## src/rtl/midi_pkg.sv

```systemverilog
// Shared MIDI constants, parser state encoding and message types.
package midi_pkg;

  localparam logic [3:0] NOTE_OFF = 4'h8;
  localparam logic [3:0] NOTE_ON  = 4'h9;
  localparam logic [3:0] POLY_AT  = 4'hA;
  localparam logic [3:0] CTRL     = 4'hB;
  localparam logic [3:0] PROG     = 4'hC;
  localparam logic [3:0] CHAN_AT  = 4'hD;
  localparam logic [3:0] PITCH    = 4'hE;

  localparam logic [7:0] SYS_EX    = 8'hF0;
  localparam logic [7:0] SYS_MTC   = 8'hF1;
  localparam logic [7:0] SYS_SPP   = 8'hF2;
  localparam logic [7:0] SYS_SONG  = 8'hF3;
  localparam logic [7:0] SYS_TUNE  = 8'hF6;
  localparam logic [7:0] SYS_EOX   = 8'hF7;
  localparam logic [7:0] SYS_CLOCK = 8'hF8;

  typedef enum logic [1:0] {
    ST_IDLE,
    ST_WAIT_D1,
    ST_WAIT_D2,
    ST_SYSEX
  } state_t;

  typedef logic [1:0] len_t;

endpackage

```

## src/rtl/midi_len_decode.sv

```systemverilog
// Status byte -> data length and class flags. Purely combinational.
module midi_len_decode
  import midi_pkg::*;
(
  input  logic [7:0] status,
  output len_t       len,
  output logic       is_sys_common,
  output logic       is_realtime
);

  always_comb begin
    len           = 2'd0;
    is_sys_common = 1'b0;
    is_realtime   = (status >= SYS_CLOCK);
    if (status[7:4] != 4'hF) begin
      case (status[7:4])
        NOTE_OFF, NOTE_ON, POLY_AT, CTRL, PITCH: len = 2'd2;
        PROG, CHAN_AT:                           len = 2'd1;
        default:                                 len = 2'd0;
      endcase
    end else begin
      case (status)
        SYS_MTC, SYS_SONG: begin len = 2'd1; is_sys_common = 1'b1; end
        SYS_SPP:           begin len = 2'd2; is_sys_common = 1'b1; end
        default:           len = 2'd0;
      endcase
    end
  end

endmodule

```

## src/rtl/midi_msg_parser.sv

```systemverilog
// MIDI byte stream -> complete messages with running status; real-time bypass.
// All pulses 1 cycle after the causing strobe; no backpressure, one byte per cycle.
module midi_msg_parser
  import midi_pkg::*;
#(
  parameter int BYTE_W      = 8,
  parameter bit VEL0_IS_OFF = 1'b1
) (
  input  logic              sys_clk,
  input  logic              rst,
  input  logic [BYTE_W-1:0] byte_in,
  input  logic              is_command,
  input  logic              byte_strobe,
  output logic              msg_valid,
  output logic [7:0]        msg_status,
  output logic [6:0]        msg_d1,
  output logic [6:0]        msg_d2,
  output logic              rt_valid,
  output logic [7:0]        rt_byte,
  output logic              err_pulse
);

  state_t     state;
  logic [7:0] run_status;
  len_t       run_len;
  logic       run_sys;
  logic       fresh;
  logic [6:0] d1_q;

  len_t       len;
  logic       is_sys;
  logic       is_rt;
  logic [7:0] d2_status;

  midi_len_decode u_len (
    .status        (byte_in),
    .len           (len),
    .is_sys_common (is_sys),
    .is_realtime   (is_rt)
  );

  // Zero-velocity Note-On is reported as Note-Off; running status is unaffected.
  always_comb begin
    d2_status = run_status;
    if (VEL0_IS_OFF && run_status[7:4] == NOTE_ON && byte_in[6:0] == 7'd0)
      d2_status = {NOTE_OFF, run_status[3:0]};
  end

  always_ff @(posedge sys_clk) begin
    if (rst) begin
      state      <= ST_IDLE;
      run_status <= '0;
      run_len    <= '0;
      run_sys    <= 1'b0;
      fresh      <= 1'b0;
      d1_q       <= '0;
      msg_valid  <= 1'b0;
      msg_status <= '0;
      msg_d1     <= '0;
      msg_d2     <= '0;
      rt_valid   <= 1'b0;
      rt_byte    <= '0;
      err_pulse  <= 1'b0;
    end else begin
      msg_valid <= 1'b0;
      rt_valid  <= 1'b0;
      err_pulse <= 1'b0;
      if (byte_strobe) begin
        if (is_command && is_rt) begin
          rt_valid <= 1'b1;
          rt_byte  <= byte_in;
        end else if (is_command) begin
          // A status cutting into an unfinished message is an error, then taken normally.
          err_pulse  <= (state == ST_WAIT_D2) || (state == ST_WAIT_D1 && fresh);
          run_status <= byte_in;
          run_len    <= len;
          run_sys    <= is_sys;
          fresh      <= 1'b1;
          if (len != 2'd0) begin
            state <= ST_WAIT_D1;
          end else begin
            state <= ST_IDLE;
            if (byte_in == SYS_EX) begin
              state <= ST_SYSEX;
            end else if (byte_in == SYS_TUNE) begin
              msg_valid  <= 1'b1;
              msg_status <= byte_in;
              msg_d1     <= '0;
              msg_d2     <= '0;
            end
          end
        end else begin
          case (state)
            ST_IDLE: err_pulse <= 1'b1;
            ST_WAIT_D1: begin
              d1_q  <= byte_in[6:0];
              fresh <= 1'b0;
              if (run_len == 2'd1) begin
                msg_valid  <= 1'b1;
                msg_status <= run_status;
                msg_d1     <= byte_in[6:0];
                msg_d2     <= '0;
                state      <= run_sys ? ST_IDLE : ST_WAIT_D1;
              end else begin
                state <= ST_WAIT_D2;
              end
            end
            ST_WAIT_D2: begin
              msg_valid  <= 1'b1;
              msg_status <= d2_status;
              msg_d1     <= d1_q;
              msg_d2     <= byte_in[6:0];
              state      <= run_sys ? ST_IDLE : ST_WAIT_D1;
            end
            default: ;
          endcase
        end
      end
    end
  end

endmodule

```

## config.mk

```make
export PLATFORM = sky130hd
export DESIGN_NAME = midi_msg_parser
export DESIGN_NICKNAME = d
export VERILOG_FILES = /design/src/rtl/midi_pkg.sv /design/src/rtl/midi_len_decode.sv /design/src/rtl/midi_msg_parser.sv
export SDC_FILE = /design/constraint.sdc
export NUM_CORES = 1
export LEC_CHECK = 0
export ABC_AREA = 1
export BUFFER_PORTS_ARGS = -buffer_cell sky130_fd_sc_hd__buf_4
export CELL_PAD_IN_SITES_DETAIL_PLACEMENT = 0
export CELL_PAD_IN_SITES_GLOBAL_PLACEMENT = 1
export CORE_AREA = 2 2 80 82
export DETAILED_ROUTE_END_ITERATION = 10
export DIE_AREA = 0 0 82 84
export GPL_TIMING_DRIVEN = 0
export PLACE_DENSITY_LB_ADDON = 0.1
export SYNTH_ARGS = -nofsm -noshare
export SYNTH_HDL_FRONTEND = slang
export SYNTH_HIERARCHICAL = 1
export SYNTH_SLANG_ARGS = --single-unit
```

## constraint.sdc

```tcl
create_clock -name sys_clk -period 3.65 [get_ports sys_clk]
set_clock_uncertainty 0.15 [all_clocks]
set_input_delay 0.73 -clock sys_clk [delete_from_list [all_inputs] [get_ports sys_clk]]
set_output_delay 0.73 -clock sys_clk [all_outputs]
set_load 0.03 [all_outputs]
```

==> key figures, run 1 <==
Clocking
  • PostCTS Resize Cnt: 0
  • Root buffer cell: clkbuf_8
  • Reg clk slew, reported paths: 0.10 ns
  • CTS tree: yes
  • Clock tree sinks: 54
  • CTS max path bufs: 2
  • H-tree depth: 2
  • Setup bufs post-CTS: 0
  • Worst skew pair latency: 0.31 ns
  • Cts hold-fix bufs: 0
  • Num CTS Buffers: 5

Yosys
  • Cell area after synthesis: 2430 µm²
  • Synth Register Bits: 54
  • Syn. warnings: 6
  • Syn Area/Cell: 7.28 µm²
  • Synth Instances: 334
  • Seq/Total Area, Yosys: 44.5%
  • Syn nets: 349
  • Post-synthesis cell type count: 29

Final layout
  • ANT cells: 0
  • Fin util: 48.3%
  • Final nets: 400
  • Finished Cell Area: 2940 µm²
  • Layout Area Growth over Synthesis: 21.1%
  • Fill cells: 637
  • Share of layout cells above drive strength 1: 17.6%

Global route
  • Top Usage Layer GRT: met1
  • GR Overflow Total: 0
  • Antenna violations before repair: 0
  • GR Util met3: 3.79%
  • Tot GR Track Use: 19.2%
  • Met2 usage: 27.6%
  • Largest net degree at the start of global routing: 17
  • First-pass GRT wire length: 10.2 mm
  • Vias in the first global route: 1993
  • Met1 GRT Util: 28.6%

Critical path
  • Critical R2R Capture: msg_status[7]
  • Endpoint class of the critical path: flop
  • Critical Path Start Type: input pin
  • CP startpoint: byte_in[6]
  • WP data required: 3.71 ns
  • Slack of the worst reg-to-reg path: 1.65 ns
  • R2r startpoint: state[0]
  • Critical Path End: msg_d1[2]
  • CP arrival: 2.37 ns
  • Reg2Reg Depth: 12
  • Worst-path maximum fanout: 10
  • WS Path Type: in -> reg

Routing
  • Via density per instance: 4.84
  • Post-route ant nets: 0
  • DRC Markers: 0
  • Avg WL per Cell: 13.6 µm
  • DRT iter0 DRCs: 104
  • First-pass DRT Iterations: 4
  • WL final: 6.31 mm
  • Vias: 2240

Run status
  • Outcome: complete, no violations

Die
  • Die Ht: 84 µm
  • Die span in x: 82 µm
  • Initial Util: 39.9%
  • I/O pin cnt: 45
  • Die area: 6890 µm²
  • Rows: 29
  • Core ar.: 6100 µm²

Placement
  • Post-DP Area: 2860 µm²
  • Dpl ws: 1.08 ns
  • Dpl hpwl: 4.53 mm
  • Placer congestion estimate: 0.828
  • Buffers on Ports: 44

Pwr
  • Worst vdd ir: 0.171 mV
  • Power per cell area: 403 nW/µm²
  • Overall Power: 0.00119 W
  • Lkg Pwr: 1.33 nW

STA
  • Minimum clock period after layout: 2.30 ns
  • Crit share post-route: 63.1%
  • Final Max Slew Viols: 0
  • Worst setup margin: 1.35 ns
  • Finish-stage setup viols: 0
  • Final hold violation count: 0
  • RSZ-0062 raised after global routing: no
  • Max-slew headroom: 61.9%
  • Highest clock rate: 0.434 GHz
  • Setup Total Neg Slack: 0 ns
  • Worst slew pin tran: 0.567 ns

Min path
  • Hold Path Class: reg -> reg
  • Hold Startpoint: rt_byte[3]

Run
  • Max_cap viols: 0
[sequential cells by signal, summed over array words and instances (netlist names)]
name / count
d1_q: 7
err_pulse: 1
fresh: 1
msg_d1: 7
msg_d2: 7
msg_status: 8
msg_valid: 1
rt_byte: 8
rt_valid: 1
run_len: 2
run_status: 8
run_sys: 1
state: 2
[cell families after synthesis]
group	Yosys count	synth area share, %
simple gates	130	23.5
compound gates	93	20.2
flops	54	44.5
buf+inv	50	8.65
mux	4	1.65
fa+ha+maj	3	1.54
[worst min-delay path by stage]
stage	end	slack, ns	cells past startpoint
floorplan	run_sys	0.28	2
CTS	rt_byte[3]	0.31	2
global route	rt_byte[3]	0.32	2
detailed placement	rt_byte[7]	0.29	2
finish	rt_byte[3]	0.30	2
global placement	rt_byte[3]	0.29	2
[layout by cell type (no fill, tap or decap), drive strengths merged, types with 4 or more instances in the layout]
master,Yosys,routed
a211oi,7,7
nor2,65,65
a21oi,40,40
buf,7,51
mux2i,4,4
dfxtp,54,54
nand2,49,49
inv,35,35
nand3,11,11
o21ai,45,45
clkbuf,7,13
[per-layer routing]
layer / vias up / share of wire [%]
li1: 1186 / -
met1: 998 / 50
met2: 50 / 44
met3: 6 / 4.2
met4: 0 / 1.4
met5: - / 0
[report_power, final]
part / internal (W) / total, W / leakage (nW) / switching [W]
sequential: 0.000617 / 0.000629 / 0.440 / 0.0000121
clock: 0.000136 / 0.000338 / 0.0452 / 0.000202
combinational: 0.0000742 / 0.000218 / 0.847 / 0.000143
[critical path, cell delays in order]
cell,delay (ns)
buf_4,0.14
nand2_1,0.09
nor3_1,0.49
a21oi_2,0.14
nand2_2,0.17
nor2_8,0.07
nand2_4,0.15
nor2_8,0.06
buf_6,0.15
o21ai_1,0.12
nor2_1,0.05
[synthesized netlist by cell type, drive strengths merged]
master | n | area (µm²)
a41oi | 1 | 8.76
nor3 | 1 | 5.00
ha | 3 | 37.5
mux2i | 4 | 40.0
buf | 7 | 48.8
nand3 | 11 | 55.1
nor2 | 65 | 282
clkinv | 1 | 3.75
clkbuf | 7 | 26.3
a211oi | 7 | 52.6
inv | 35 | 131
a21oi | 40 | 204
nand2 | 49 | 204
or2 | 2 | 12.5
dfxtp | 54 | 1080
o21ai | 45 | 225
nand4 | 1 | 6.26
nand3b | 1 | 7.51
[through the flow]
step / cells / hold slack, ns
floorplan: 334 / 0.279
global route: 463 / 0.319
global placement: 455 / 0.286
CTS: 463 / 0.306
detailed placement: 455 / 0.291
finish: 463 / 0.299
[cell type report]
| cell class | count | area (µm²) | share of cell area (%) |
|---|---|---|---|
| multi-input cells | 230 | 1140 | 38.7 |
| flip-flops and latches | 54 | 1080 | 36.7 |
| repair buffers | 44 | 330 | 11.2 |
| inverters | 36 | 135 | 4.59 |
| well taps | 77 | 96.3 | 3.27 |
| plain buffers | 14 | 75.1 | 2.55 |
| clock buffers | 6 | 72.6 | 2.46 |
| clock inverters | 2 | 13.8 | 0.467 |
Note: power is estimated with default switching activity, not from simulation.
==> inputs of run 2 (changes only) <==
--- a/config.mk
+++ b/config.mk
@@ -5,7 +5,7 @@
 export SDC_FILE = /design/constraint.sdc
 export NUM_CORES = 1
 export LEC_CHECK = 0
-export ABC_AREA = 1
+export ABC_AREA = 0
 export BUFFER_PORTS_ARGS = -buffer_cell sky130_fd_sc_hd__buf_4
 export CELL_PAD_IN_SITES_DETAIL_PLACEMENT = 0
 export CELL_PAD_IN_SITES_GLOBAL_PLACEMENT = 1
==> constraint.sdc (replaced) <==
create_clock -name sys_clk -period 2.3 [get_ports sys_clk]
set_clock_uncertainty 0.15 [all_clocks]
set_input_delay 0.46 -clock sys_clk [delete_from_list [all_inputs] [get_ports sys_clk]]
set_output_delay 0.46 -clock sys_clk [all_outputs]
set_load 0.03 [all_outputs]
==> run 2 against run 1 <==
- power up 69%
- setup slack worse by 1.3 ns
- utilization up 0.47 points
==> key figures, run 2 <==
Placement
  • Placed cell count: 383 (-16%)
  • Post-DP Area: 2830 µm² (-1.1%)
  • Placer congestion estimate: 0.787 (-4.9%)
  • Buffers on Ports: 43 (-2.3%)
  • Dpl hpwl: 4.13 mm (-8.8%)

Critical path
  • Critical Path Start Type: input pin
  • Worst-path maximum fanout: 11 (+1)
  • Endpoint class of the critical path: flop
  • WS Path Type: in -> reg
  • Slack of the worst reg-to-reg path: 0.17 ns (-1.48 ns)
  • Critical R2R Capture: msg_d2[2]
  • WP data required: 2.36 ns (-1.35 ns)
  • CP arrival: 2.31 ns (-0.06 ns)
  • Largest stage delay, worst path: 0.51 ns (+0.02 ns)
  • CP Cell Sequence: buf_4 > and4_1 > and2_2 > a21boi_2 > o31ai_1 > a2111o_1 > buf_6 > a32o_1
  • CP max stage cell: a2111o_1
  • R2r startpoint: state[1]
  • Reg2Reg Depth: 7 (-5)

Pwr
  • Worst vdd ir: 0.395 mV (+130%)
  • Sequential Power Share: 48.5% (-4.6 points)
  • Clock power frac: 39.3% (+11 points)
  • Cell Int Power: 0.00152 W (+84%)
  • Sw power: 0.000481 W (+34%)
  • Sw Share: 24.0% (-6.2 points)
  • Lkg Pwr: 1.35 nW (+1.5%)
  • Power per cell area: 674 nW/µm² (+67%)
  • Comb pwr share: 12.2% (-6.2 points)

Global route
  • Antenna violations before repair: 0 (unchanged)
  • GR Overflow Total: 0 (unchanged)
  • Tot GR Track Use: 18.2% (-1.1 points)
  • First-pass GRT wire length: 9.57 mm (-6.4%)
  • Largest net degree at the start of global routing: 17 (unchanged)
  • Vias in the first global route: 1912 (-4.1%)

Final layout
  • Finished Cell Area: 2970 µm² (+0.98%)
  • ANT cells: 0 (unchanged)
  • Layout Area Growth over Synthesis: 23.7%
  • Non-Filler Instances: 390 (-16%)
  • Final nets: 327 (-18%)
  • Fin util: 48.8% (+0.47 points)
  • Share of layout cells above drive strength 1: 24.0% (+6.3 points)
  • Fill cells: 631 (-0.94%)
  • Largest regs: msg_status: 8 flops, rt_byte: 8 flops, run_status: 8 flops
  • Most frequent cells in the layout: 54 x nand2_1, 54 x dfxtp_1, 44 x buf_4, 34 x mux2i_1, 26 x nor2_1

Routing
  • Vias: 2018 (-9.9%)
  • Post-route ant nets: 0 (unchanged)
  • DRC Markers: 0 (unchanged)
  • Avg WL per Cell: 15.0 µm (+9.9%)
  • Via density per instance: 5.17 (+7.0%)
  • DRT iter0 DRCs: 115 (+11%)
  • First-pass DRT Iterations: 4 (unchanged)
  • WL final: 5.84 mm (-7.4%)

Die
  • Die Ht: 84 µm (unchanged)
  • I/O pin cnt: 45 (unchanged)
  • Die area: 6890 µm² (unchanged)
  • Rows: 29 (unchanged)
  • Initial Util: 39.4% (-0.45 points)
  • Core ar.: 6100 µm² (unchanged)
  • Die span in x: 82 µm (unchanged)

Clocking
  • Reg clk slew, reported paths: 0.10 ns (about the same)
  • Setup bufs post-CTS: 0 (unchanged)
  • H-tree depth: 2 (unchanged)
  • PostCTS Resize Cnt: 0 (unchanged)
  • CTS tree: yes
  • Worst skew pair latency: 0.31 ns (about the same)
  • Root buffer cell: clkbuf_8
  • Num CTS Buffers: 5 (unchanged)
  • Clock tree sinks: 54 (unchanged)
  • Cts hold-fix bufs: 0 (unchanged)
  • CTS max path bufs: 2 (unchanged)

Min path
  • Hold Path Cell Cnt: 3 (+1)
  • Hold Startpoint: byte_in[7]
  • Hold Path Class: in -> reg
  • Worst Hold End: rt_byte[7]

Yosys
  • Syn Area/Cell: 9.14 µm² (+26%)
  • Top cells by area, synth: dfxtp_1 45%, mux2i_1 14%, nand2_1 8.4%
  • Synth Register Bits: 54 (unchanged)
  • Syn. warnings: 6 (unchanged)
  • Cell area after synthesis: 2400 µm² (-1.1%)
  • Top post-synthesis cells by count: 54 x dfxtp_1, 54 x nand2_1, 34 x mux2i_1
  • Post-synth top area cell: dfxtp_1
  • Post-synth EDFFs: 0 (unchanged)
  • Post-synthesis cell type count: 40 (+38%)
  • Top_reg_cell synth: dfxtp_1
  • Synth top area share: 45.0% (+0.51 points)
  • Syn nets: 278 (-20%)
  • Seq/Total Area, Yosys: 45.0% (+0.51 points)
  • Synth Instances: 263 (-21%)
  • Post-synth ARST share: 0% (unchanged)

Run
  • Max_cap viols: 0 (unchanged)

Run status
  • Outcome: complete, no violations

STA
  • Final Max Slew Viols: 0 (unchanged)
  • Minimum clock period after layout: 2.25 ns
  • Crit share post-route: 97.9%
  • Highest clock rate: 0.444 GHz
  • RSZ-0062 raised after global routing: no
  • Finish-stage setup viols: 0 (unchanged)
  • Final hold violation count: 0 (unchanged)
  • Worst slew pin tran: 0.802 ns (+0.235 ns)
  • Max-slew headroom: 46.1% (-16 points)
-- run 2: changes by cell type after synthesis, sizes merged, moves of 14 or more --
cell	change
o21ai	-42
mux2i	+30
mux2	+14
a21oi	-27
inv	-31
nor2	-39
-- run 2: metal layers --
metal	track usage [%]	vias to the layer above	share of wire (%)	wire length (µm)
met5	0	-	0	0
met4	4.55	0	1.1	63
met3	3.68	6	3.4	197
met2	29.7	32	47	2760
met1	24.2	976	48	2820
li1	-	1004	-	-
-- run 2: worst max-delay path, delay by kind of cell --
family          cells  cell delay [ns]
buf+inv             2             0.34
compound gates      4             1.09
simple gates        2             0.42
-- run 2: per-stage QoR --
step / total power, W / TNS [ns] / hold slack [ns] / setup slack, ns
finish: 0.00200 / 0 / 0.301 / 0.0479
global route: 0.00208 / 0 / 0.303 / 0.0000566
CTS: 0.00202 / 0 / 0.290 / 0.0480
detailed placement: 0.00124 / -5.26 / 0.301 / -0.284
global placement: 0.00124 / -5.09 / 0.295 / -0.282
floorplan: 0.00116 / 0 / 0.287 / 0.0450
-- run 2: kinds of logic (layout without fill, tap and decap cells) --
| family | after synthesis | after routing | share of synthesized area (%) |
|---|---|---|---|
| adders and majority gates | 3 | 3 | 1.56 |
| DFF | 54 | 54 | 45.0 |
| buffers and inverters | 23 | 73 | 4.27 |
| AOI/OAI and AO/OA | 35 | 35 | 10.7 |
| muxes | 48 | 48 | 20.7 |
| and+or+nand+nor | 100 | 100 | 17.8 |
-- run 2: how the worst max path moves through the flow --
| stage | slack [ns] | startpoint | end |
|---|---|---|---|
| detailed placement | -0.28 | byte_in[6] | msg_d2[2] |
| floorplan | 0.04 | byte_in[7] | msg_d2[4] |
| global placement | -0.28 | byte_in[6] | msg_d2[4] |
| global route | 0.00006 | byte_in[6] | msg_d2[1] |
| finish | 0.05 | byte_in[6] | msg_d2[2] |
| CTS | 0.05 | byte_in[6] | msg_d2[2] |
-- run 2: final cells by class --
class / count / area (µm²) / share of cell area (%)
Multi-Input combinational cell: 186 / 1220 / 41.2
Sequential cell: 54 / 1080 / 36.4
Timing Repair Buffer: 43 / 323 / 10.9
Tap cell: 77 / 96.3 / 3.24
Buffer: 18 / 91.3 / 3.07
Clock buffer: 6 / 82.6 / 2.78
Clock inverter: 2 / 60.1 / 2.02
Inverter: 4 / 15.0 / 0.505
-- run 2: power by group through the flow --
stage	registers [W]	logic, W	clock network (W)
2_1_floorplan	0.00101	0.000145	0
3_3_place_gp	0.000992	0.000246	0
3_5_place_dp	0.000993	0.000245	0
4_1_cts	0.000972	0.000246	0.000802
5_1_grt	0.000976	0.000268	0.000837
6_report	0.000971	0.000245	0.000787
